File: src/rtl/tag_pkg.sv
// Shared tag definitions for the dispatch/retire tag loop.
package tag_pkg;

  localparam int unsigned TAG_W_DEF = 5;
  localparam int unsigned DEPTH_DEF = 32;

  typedef logic [TAG_W_DEF-1:0] tag_t;

endpackage

File: src/rtl/tag_store_ram.sv
// Free-tag storage: one write port, one asynchronous read port, identity preload.
module tag_store_ram #(
  parameter int unsigned TAG_W  = 5,
  parameter int unsigned DEPTH  = 32,
  localparam int unsigned ADDR_W = $clog2(DEPTH)
) (
  input  logic              clock,
  input  logic              i_init,
  input  logic              i_we,
  input  logic [ADDR_W-1:0] i_waddr,
  input  logic [TAG_W-1:0]  i_wdata,
  input  logic [ADDR_W-1:0] i_raddr,
  output logic [TAG_W-1:0]  o_rdata
);

  logic [TAG_W-1:0] r_mem [DEPTH];

  // Preload entry i with tag i, otherwise accept one write per cycle.
  always_ff @(posedge clock) begin
    if (i_init) begin
      for (int unsigned i = 0; i < DEPTH; i++) begin
        r_mem[i] <= TAG_W'(i);
      end
    end else if (i_we) begin
      r_mem[i_waddr] <= i_wdata;
    end
  end

  assign o_rdata = r_mem[i_raddr];

endmodule

File: src/rtl/free_tag_pool.sv
// Free-tag pool: circular list of unallocated tags plus an in-use tracker
// that rejects returns of tags that are out of range or already free.
module free_tag_pool
  import tag_pkg::*;
#(
  parameter int unsigned TAG_W     = TAG_W_DEF,
  parameter int unsigned DEPTH     = DEPTH_DEF,
  parameter bit          INIT_FULL = 1'b1
) (
  input  logic                       clock,
  input  logic                       reset,
  input  logic                       Flush,
  input  logic [TAG_W-1:0]           RB_Tag,
  input  logic                       RB_Tag_Valid,
  input  logic                       Rd_en,
  output logic [TAG_W-1:0]           Tag_Out,
  output logic                       Tag_Out_Valid,
  output logic                       tagFifo_full,
  output logic                       tagFifo_empty,
  output logic [$clog2(DEPTH):0]     tagFifo_count,
  output logic                       Ret_Err,
  output logic                       Udf_Err
);

  localparam int unsigned      PTR_W     = $clog2(DEPTH);
  localparam int unsigned      CNT_W     = $clog2(DEPTH) + 1;
  localparam logic [CNT_W-1:0] CNT_FULL  = CNT_W'(DEPTH);
  localparam logic [PTR_W-1:0] PTR_LAST  = PTR_W'(DEPTH - 1);
  localparam logic [TAG_W:0]   TAG_LIMIT = (TAG_W + 1)'(DEPTH);

  logic [PTR_W-1:0] r_rd_ptr;
  logic [PTR_W-1:0] r_wr_ptr;
  logic [CNT_W-1:0] r_count;
  logic [DEPTH-1:0] r_in_use;
  logic             r_ret_err;
  logic             r_udf_err;

  logic             w_init;
  logic [TAG_W-1:0] w_head;
  logic             w_pop_ok;
  logic             w_push_ok;
  logic             w_in_range;
  logic [DEPTH-1:0] w_pop_mask;
  logic [DEPTH-1:0] w_ret_mask;
  logic [DEPTH-1:0] w_in_use_pop;
  logic [CNT_W-1:0] w_count_nxt;

  function automatic logic [PTR_W-1:0] ptr_inc(input logic [PTR_W-1:0] p);
    return (p == PTR_LAST) ? '0 : p + PTR_W'(1);
  endfunction

  assign w_init = !reset || Flush;

  tag_store_ram #(
    .TAG_W (TAG_W),
    .DEPTH (DEPTH)
  ) u_store (
    .clock   (clock),
    .i_init  (w_init && INIT_FULL),
    .i_we    (w_push_ok && !w_init),
    .i_waddr (r_wr_ptr),
    .i_wdata (RB_Tag),
    .i_raddr (r_rd_ptr),
    .o_rdata (w_head)
  );

  // Request decode: the pop marks its tag in use before the return is checked.
  always_comb begin
    w_pop_mask  = '0;
    w_ret_mask  = '0;
    w_count_nxt = r_count;
    w_pop_ok    = Rd_en && (r_count != '0);
    if (w_pop_ok) begin
      w_pop_mask[PTR_W'(w_head)] = 1'b1;
    end
    w_in_use_pop = r_in_use | w_pop_mask;
    w_in_range   = ({1'b0, RB_Tag} < TAG_LIMIT);
    w_push_ok    = RB_Tag_Valid && w_in_range && w_in_use_pop[PTR_W'(RB_Tag)];
    if (w_push_ok) begin
      w_ret_mask[PTR_W'(RB_Tag)] = 1'b1;
    end
    if (w_push_ok && !w_pop_ok) begin
      w_count_nxt = r_count + CNT_W'(1);
    end else if (w_pop_ok && !w_push_ok) begin
      w_count_nxt = r_count - CNT_W'(1);
    end
  end

  // Pointer, count, tracker and error-pulse state; reset and flush share one image.
  always_ff @(posedge clock) begin
    if (w_init) begin
      r_rd_ptr  <= '0;
      r_wr_ptr  <= '0;
      r_count   <= INIT_FULL ? CNT_FULL : '0;
      r_in_use  <= {DEPTH{~INIT_FULL}};
      r_ret_err <= 1'b0;
      r_udf_err <= 1'b0;
    end else begin
      if (w_pop_ok) begin
        r_rd_ptr <= ptr_inc(r_rd_ptr);
      end
      if (w_push_ok) begin
        r_wr_ptr <= ptr_inc(r_wr_ptr);
      end
      r_count   <= w_count_nxt;
      r_in_use  <= w_in_use_pop & ~w_ret_mask;
      r_ret_err <= RB_Tag_Valid && !w_push_ok;
      r_udf_err <= Rd_en && (r_count == '0);
    end
  end

  assign Tag_Out       = w_head;
  assign Tag_Out_Valid = (r_count != '0);
  assign tagFifo_full  = (r_count == CNT_FULL);
  assign tagFifo_empty = (r_count == '0);
  assign tagFifo_count = r_count;
  assign Ret_Err       = r_ret_err;
  assign Udf_Err       = r_udf_err;

endmodule
File: config.mk
export PLATFORM = sky130hd
export DESIGN_NAME = free_tag_pool
export DESIGN_NICKNAME = d
export VERILOG_FILES = /design/src/rtl/tag_pkg.sv /design/src/rtl/tag_store_ram.sv /design/src/rtl/free_tag_pool.sv
export SDC_FILE = /design/constraint.sdc
export NUM_CORES = 1
export LEC_CHECK = 0
export ABC_CLOCK_PERIOD_IN_PS = 6200
export CORE_ASPECT_RATIO = 1.75
export CORE_MARGIN = 10
export CORE_UTILIZATION = 29
export CTS_CLUSTER_SIZE = 16
export DETAILED_ROUTE_END_ITERATION = 10
export PLACE_DENSITY = 0.49
export SETUP_SLACK_MARGIN = 0.5
export SLEW_MARGIN = 40
export SYNTH_ARGS = -nofsm -noshare
export SYNTH_HDL_FRONTEND = slang
export SYNTH_SLANG_ARGS = --single-unit
File: constraint.sdc
create_clock -name clock -period 6.2 [get_ports clock]
set_input_delay 1.55 -clock clock [delete_from_list [all_inputs] [get_ports clock]]
set_output_delay 1.55 -clock clock [all_outputs]
set_load 0.005 [all_outputs]
======== Word-level counts from Yosys, hierarchy flattened ========
Memories as Yosys holds them, arrays and structs flattened. A register that Yosys moved wholly into a read port is not among the register bits.
Cells that the tools add are included.
operators by class
  add/subtract/negate cells ............... 4
  magnitude comparators ................... 4
  eq/ne operators ......................... 3
  mux-type cells .......................... 22
  bitwise gates (word level) .............. 3
  reduce and logical (&&, ||, !) cells .... 18
operators with widths
  cell                                                                                 count
  32-bit 2-to-1 mux                                                                    2
  32-bit bitwise AND                                                                   1
  32-bit inverter                                                                      1
  32-bit OR                                                                            1
  5-bit 2-to-1 mux                                                                     6
  5-bit by 6-bit < comparator with 1-bit output, second input constant                 2
  6-bit 2-to-1 mux                                                                     2
  5-bit by 1-bit adder with 5-bit output, second input constant                        2
  1-bit demux with 5-bit select                                                        2
  5-bit equality test, second input constant                                           2
  5-bit by 1-bit greater-or-equal comparator with 1-bit output, second input constant  2
  1-bit logical AND                                                                    9
  1-bit 2-to-1 mux                                                                     9
  6-bit by 1-bit adder with 6-bit output, second input constant                        1
  6-bit equality test, second input constant                                           1
  6-bit logical NOT                                                                    1
  6-bit nonzero test                                                                   1
  6-bit by 1-bit subtractor with 6-bit output, second input constant                   1
  1-bit binary-select mux with 5-bit select                                            1
  5-bit OR reduction                                                                   1
  1-bit logical NOT                                                                    4
  2-bit nonzero test                                                                   1
  1-bit logical OR                                                                     1
storage, ports and cells
  register bits after elaboration ......... 50
  RAM bits ................................ 160
  output and inout bits ................... 16
  memories ................................ 1
memory list
  name           words  width  rd ports  clocked after Yosys merged registers in  wr ports  line                 source
  u_store.r_mem  32     5      1         1                                        32        tag_store_ram.sv:16  logic [TAG_W-1:0] r_mem [DEPTH];

======== Depth between registers and ports, before layout ========
Gate-level depths: netlist of run 1.
  word-level depth ........................ 15
  depth in mapped cells ................... 30
  depth with buffers taken out ............ 22

======== Modules after synthesis ========
Synthesis of run 1 repeated with hierarchy kept, for this count alone.
unflattened totals
  cells, all modules ...................... 836
  area, all modules ....................... 10,491.3 um2
modules (own cells, without submodules)
  module         instances  cells each  area an instance (um2)
  tag_store_ram  1          499         7,608.5
  free_tag_pool  1          337         2,882.8

======== Worst setup path after synthesis of run 1 ========
OpenSTA, ideal clock, no wires.
  path kind ............................... input port to flip-flop
  start ................................... input Rd_en
  end ..................................... register r_count[5] (netlist: tagFifo_count[5])
  arrival ................................. 5.423 ns
  required time ........................... 6.138 ns
  slack ................................... 0.715 ns
  stages on the path ...................... 22
  path buffers ............................ 3
  cell sequence ........................... and2_1 > inv_2 > buf_2 > nor3_2 > a41oi_1 > a22oi_1 > a221oi_2 > nor4_4 > nand2_2 > inv_2 > buf_4 > buf_2 > ha_1 > inv_1 > ha_1 > a21o_1 > a21oi_1 > o21bai_1 > a21oi_1 > xnor2_1 > or3_1 > nand3_1
between the ends
  longest elaborated chain between the ends .. 9
  elaborated cells on any way between the ends .. 12
RTL lines
  what                                           line                  source
  from (decl)                                    free_tag_pool.sv:15   input logic Rd_en,
  1-bit logical AND (*)                          free_tag_pool.sv:72   w_pop_ok = Rd_en && (r_count != '0);
  32-bit 2-to-1 mux (*)                          free_tag_pool.sv:73   if (w_pop_ok) begin
  32-bit OR (*)                                  free_tag_pool.sv:76   w_in_use_pop = r_in_use | w_pop_mask;
  1-bit binary-select mux with 5-bit select (*)  free_tag_pool.sv:78   w_push_ok = RB_Tag_Valid && w_in_range && w_in_use_pop[PTR_W'(RB_Tag)];
  1-bit 2-to-1 mux (implied by the code) (*)     free_tag_pool.sv:78
  1-bit logical AND (*)                          free_tag_pool.sv:78
  via w_push_ok                                  free_tag_pool.sv:41   logic w_push_ok;
  1-bit logical NOT                              free_tag_pool.sv:84   end else if (w_pop_ok && !w_push_ok) begin
  1-bit logical AND                              free_tag_pool.sv:84
  2-bit nonzero test (no source line)            n/a
  to (signal assigned)                           free_tag_pool.sv:94   r_count <= INIT_FULL ? CNT_FULL : '0;
  to (signal assigned)                           free_tag_pool.sv:105  r_count <= w_count_nxt;
  to (decl)                                      free_tag_pool.sv:33   logic [CNT_W-1:0] r_count;
The timed path passes the listed nets; every way through them passes the cells marked *. The select of a mux whose other input is x is not followed.
A chain may end at the register's enable or synchronous reset.

==> results of run 1 <==
[routing by layer]
layer,global-route usage (%),wire [microns]
met1,15.5,12800
met2,29.2,19600
met4,8.97,2030
met5,0,0
met3,1.89,1550
[stage by stage]
stage | worst slack (ns) | hold WS [ns] | cells
2_1_floorplan | 0.715 | 0.455 | 965
3_3_place_gp | 0.230 | 0.494 | 1425
3_5_place_dp | 0.159 | 0.485 | 1427
4_1_cts | 0.626 | 0.474 | 1467
5_1_grt | 0.516 | 0.511 | 1474
6_report | 0.901 | 0.489 | 1474
[cells by family after synthesis]
| logic type | Yosys count | synth area share [%] |
|---|---|---|
| and+or+nand+nor | 370 | 17.8 |
| DFF | 215 | 54.4 |
| AOI/OAI and AO/OA | 182 | 12.3 |
| buffers and inverters | 116 | 5.34 |
| muxes | 64 | 8.23 |
| adders and majority gates | 13 | 1.57 |
| xor gates and xnor gates | 5 | 0.404 |
[worst paths after layout]
kind | start | to | cells past startpoint
max | flip-flop | tagFifo_count[5] | 23
max reg2reg | flip-flop | tagFifo_count[5] | 23
min reg2reg | r_rd_ptr[4] | flip-flop | 2
min | r_rd_ptr[4] | flip-flop | 2
[report_power, final]
group | internal, mW | switching, mW
clock | 0.698 | 0.567
sequential | 1.57 | 0.0142
combinational | 0.135 | 0.256
total | 2.41 | 0.837
[state kept, by name, indices dropped and copies added, names as in the netlist, named ones only]
name	cells
tagFifo_count	6
r_rd_ptr	5
r_in_use	32
r_wr_ptr	5
Udf_Err	1
Ret_Err	1
u_store.r_mem	160
[Yosys cell counts (14+ instances only)]
cell / n / area, sq um
mux2i_1: 42 / 420
nand3_1: 79 / 395
mux4_2: 20 / 450
nand4_1: 14 / 87.6
o21ai_0: 32 / 160
a22oi_1: 23 / 173
buf_2: 24 / 120
nand2b_1: 19 / 119
a21oi_1: 26 / 130
edfxtp_1: 160 / 4800
a311oi_1: 22 / 193
and2_1: 15 / 93.8
nand2_1: 64 / 240
nor3_1: 64 / 320
a41oi_1: 24 / 210
clkbuf_1: 54 / 203
dfxtp_1: 55 / 1100
nor2_1: 56 / 210
[cell type report]
cell class / count / area [sq um] / share of cell area [%]
well taps: 475 / 594 / 4.73
inverters: 17 / 66.3 / 0.528
clock inverters: 8 / 51.3 / 0.409
repair buffers: 93 / 842 / 6.71
flip-flops and latches: 215 / 5910 / 47.1
multi-input cells: 634 / 4470 / 35.6
clock buffers: 32 / 619 / 4.93
[timing repair]
item                                    4_1_cts  5_1_grt
endpoints found under the setup margin        0        1
resized for setup                             0       10
setup buffers                                 0        7
[critical path: cells and delay by family (launching register included)]
kind / cells / cell delay, ns
xor+xnor: 1 / 0.09
flops: 1 / 0.37
buf+inv: 5 / 0.94
mux: 1 / 0.56
fa+ha+maj: 2 / 0.44
compound gates: 7 / 1.35
simple gates: 7 / 1.47
==> metrics, run 1 <==
Core Util, Final 34.0%; number of DRC markers in iteration 0 between 500 and 600; Pwr per Cell Area around 260 nW/um^2; mapped cell area roughly 11,000 sq um; share of async-settable or async-resettable flops after synthesis 0%; Filler cells roughly 3.6k; Leak Pwr between 3 and 4 nW; crit path cell chain buf_4, buf_4, mux4_2, nand2_1, a311oi_4, nor2_2, clkinv_2, and4_1, o32ai_1, a221oi_2, and4_1, nand2_2, clkinv_2, ha_2, inv_1, ha_1, a21o_1, a21oi_1, o21bai_1, a21oi_1, xnor2_1, or3_1, nand3_1; drt drc 0; cts hold-fix bufs 0; initial core utilization around 29%; Routed wire per std cell approximately 24 microns; routability congestion estimate roughly 0.86; post-synthesis cell count 965; Layout area overhead 15.7%; DRT Pass-1 Iters 5; ratio of cells with drive above 1 in the final layout 15.7%; CP startpoint kind flip-flop; Port Buffers 25; ANT nets after route 0; Core Area between 30,000 and 40,000 sq um; Clock transition at path regs about 0.06 ns; DP Wirelength ~25 mm; Slew headroom between 40% and 50%; total congestion overflow 0; CTS Buffer Depth 3; Tcrit/Tclk final between 80% and 90%; CTS tree built; # IOs 26; RSZ-0062 raised after global routing false; Crit-path slowest cell mux4_2; Finished Cell Area between 10,000 and 15,000 sq um; Seq cells post-synth approximately 220; first-pass GRT wire length roughly 54 mm; Crit path largest cell delay around 0.56 ns; min cycle time layout 5.30 ns; reg2reg setup slack ~0.90 ns; Hold Violations, Final 0; # setup viols final 0; worst hold path class flip-flop to flip-flop; most frequent cells in the layout edfxtp_1 (160), nand3_1 (79), nand2_1 (64); Slew Viols, Final 0; Inserted Clock Buffers 22; Syn Nets a little under 1k; total clock sinks around 220; Avg Cell Area, Syn ~11 sq um; vias in the first global route ~8.5k; synth warn 0; Post-synth EDFFs 160; Fmax achieved between 150 and 200 MHz; clk_lat worst skew 0.54 ns; Vias/cell roughly 5.5; worst slew pin tran 0.845 ns; Die Footprint ~46,000 sq um; Die Height roughly 280 microns; clk_skew approximately 0.030 ns; Primary FF master, synth edfxtp_1; Nets around 1.0k; sequential fraction of the synthesis area a little over half; largest net degree at the start of global routing between 80 and 90; maximum vdd drop 0.193 mV; Power, Total 3.24 mW; maxcap violations 0; Post-DP Area ~12,000 sq um; WS Path Type flip-flop to flip-flop; critical path arrival between 5 and 6 ns; drt total wl 36.0 mm; Synth cell types 69; Site Rows between 90 and 100; Die Width approximately 170 microns; ANT cells 0; most common cell after layout, fill and taps aside edfxtp_1; status completed; clk root buf clkbuf_16; final setup TNS 0 ns; gr usage total between 10% and 20%; total number of vias a little over 8k; initial antenna violation count 0; Max H-tree Level 1; Crit. End Element flip-flop; CP Data Required Time between 6 and 7 ns; Worst Path Max Fanout 15
Note: power is estimated with default switching activity, not from simulation.
==> inputs of run 2 (changes only) <==
- CORE_UTILIZATION: 29 -> 60
- PLACE_DENSITY: 0.49 -> 0.84
==> run 2 against run 1 <==
  * First-iteration DRC count grew 77%
  * Utilization grew 34 points
  * Global-route usage grew 11 points
  * Total power shrank 2.7%
  * Die area shrank 47%
  * Combinational power shrank 2%
  * Via count grew 9.0%
  * Hold slack gained 0.012 ns
==> metrics, run 2 (synthesis results as in run 1) <==
number of DRC markers in iteration 0 around 1.0k; initial core utilization 60.7%; CP startpoint kind input pin; Critical Path Source Rd_en; Fmax achieved 182 MHz; ANT cells 0; maximum vdd drop just under 0.3 mV; routability congestion estimate 0.995; Die Footprint between 20,000 and 25,000 sq um; hold wc startpoint r_rd_ptr[4]; Routed wire per std cell between 20 and 30 microns; vias in the first global route between 8k and 9k; Pwr per Cell Area between 200 and 300 nW/um^2; Filler cells approximately 1.3k; Worst Path Max Fanout 7; Tcrit/Tclk final roughly 89%; Slew Viols, Final 0; Slew headroom roughly 42%; RSZ-0062 raised after global routing false; drt drc 0; Hold Violations, Final 0; Core Util, Final 68.5%; total clock sinks about 220; maxcap violations 0; Vias/cell roughly 7.2; Site Rows 65; Die Width approximately 120 microns; Nets about 1.0k; worst hold path class flip-flop to flip-flop; Die Height ~200 microns; clk root buf clkbuf_16; gr usage total approximately a quarter; largest net degree at the start of global routing roughly 110; status completed; first-pass GRT wire length around 49 mm; Crit. End Element flip-flop; Clock transition at path regs roughly 0.070 ns; Core Area ~18,000 sq um; # IOs 26; total number of vias slightly below 9k; CP Data Required Time approximately 6.6 ns; ratio of cells with drive above 1 in the final layout approximately 17%; Max H-tree Level 1; drt total wl 32.7 mm; final setup TNS 0 ns; Cells after DPL around 1.2k; Non-Filler Instances about 1.2k; worst slew pin tran around 0.86 ns; total congestion overflow 0; top register by number of flip-flops u_store.r_mem; min cycle time layout 5.50 ns; ANT nets after route 0; DP Wirelength about 22 mm; CTS tree built; initial antenna violation count 0; Leak Pwr roughly 3.8 nW; DRT Pass-1 Iters 6; cts hold-fix bufs 0; WS Path Type input pin to flip-flop; clk_skew around 0.016 ns; clk_lat worst skew just under 0.5 ns; Post-DP Area between 10,000 and 15,000 sq um; critical path arrival ~5.9 ns; Inserted Clock Buffers 19; max FFs per register 160; Layout area overhead 13.0%; most common cell after layout, fill and taps aside edfxtp_1; most frequent cells in the layout edfxtp_1 (160), nand3_1 (79), buf_4 (79); # setup viols final 0; CTS Buffer Depth 3; Port Buffers 25; Finished Cell Area approximately 12,000 sq um
-- run 2: cell types whose count changed in the layout (fill, tap and decap cells not counted), sizes merged --
cell,delta
buf,+16
bufinv,+1
clkinvlp,+4
clkbuf,-8
clkinv,-4
-- run 2: report_power, final --
part	switching (mW)	total (mW)	leakage (nW)	internal, mW
logic	0.247	0.385	1.59	0.138
clock network	0.524	1.18	0.292	0.659
registers	0.0167	1.59	1.95	1.57
total	0.788	3.16	3.83	2.37
-- run 2: area by class of cell --
cell class | instances | area, sq um | share of cell area, %
Sequential cell | 215 | 5910 | 48.2
Timing Repair Buffer | 109 | 925 | 7.54
Tap cell | 234 | 293 | 2.39
Clock inverter | 9 | 75.1 | 0.612
Inverter | 17 | 70.1 | 0.571
Clock buffer | 24 | 539 | 4.40
Multi-Input combinational cell | 634 | 4450 | 36.3
-- run 2: metal layers --
layer	up-vias	wire [microns]	global-route usage (%)
met3	194	3330	4.88
met5	-	0	0
met4	0	3050	19.2
li1	3771	-	-
met1	4215	9730	26.8
met2	718	16600	45.8
-- run 2: final timing paths --
path	endpoint	slack, ns	depth (start not counted)
max	tagFifo_count[5]	0.70	21
min	flip-flop	0.50	2
max reg2reg	tagFifo_count[5]	0.79	24
min reg2reg	flip-flop	0.50	2
-- run 2: critical path, stage by stage --
cell	delay, ns
clkdlybuf4s50_1	0.46
and2_1	0.19
inv_2	0.07
a41oi_2	0.25
and2_1	0.43
a41oi_1	0.21
a221oi_1	0.37
a221oi_2	0.09
nor4_4	0.41
nand2_2	0.10
inv_2	0.09
ha_1	0.22
inv_1	0.12
ha_1	0.28
a21o_1	0.17
a21oi_1	0.20
o21bai_1	0.09
a21oi_1	0.17
xnor2_1	0.09
or3_1	0.30
nand3_1	0.09
-- run 2: per-stage QoR --
step           hold slack (ns)  setup slack, ns  total power [mW]
6_report                 0.502            0.700              3.16
5_1_grt                  0.555            0.483              3.23
4_1_cts                  0.486            0.586              3.13
3_5_place_dp             0.477            0.245              1.98
3_3_place_gp             0.471            0.320              1.97
2_1_floorplan            0.455            0.715              1.84
-- run 2: what timing repair did --
item	in CTS	in global routing
gates resized for setup	0	14
endpoints found under the setup margin	0	38
setup buffers	0	11
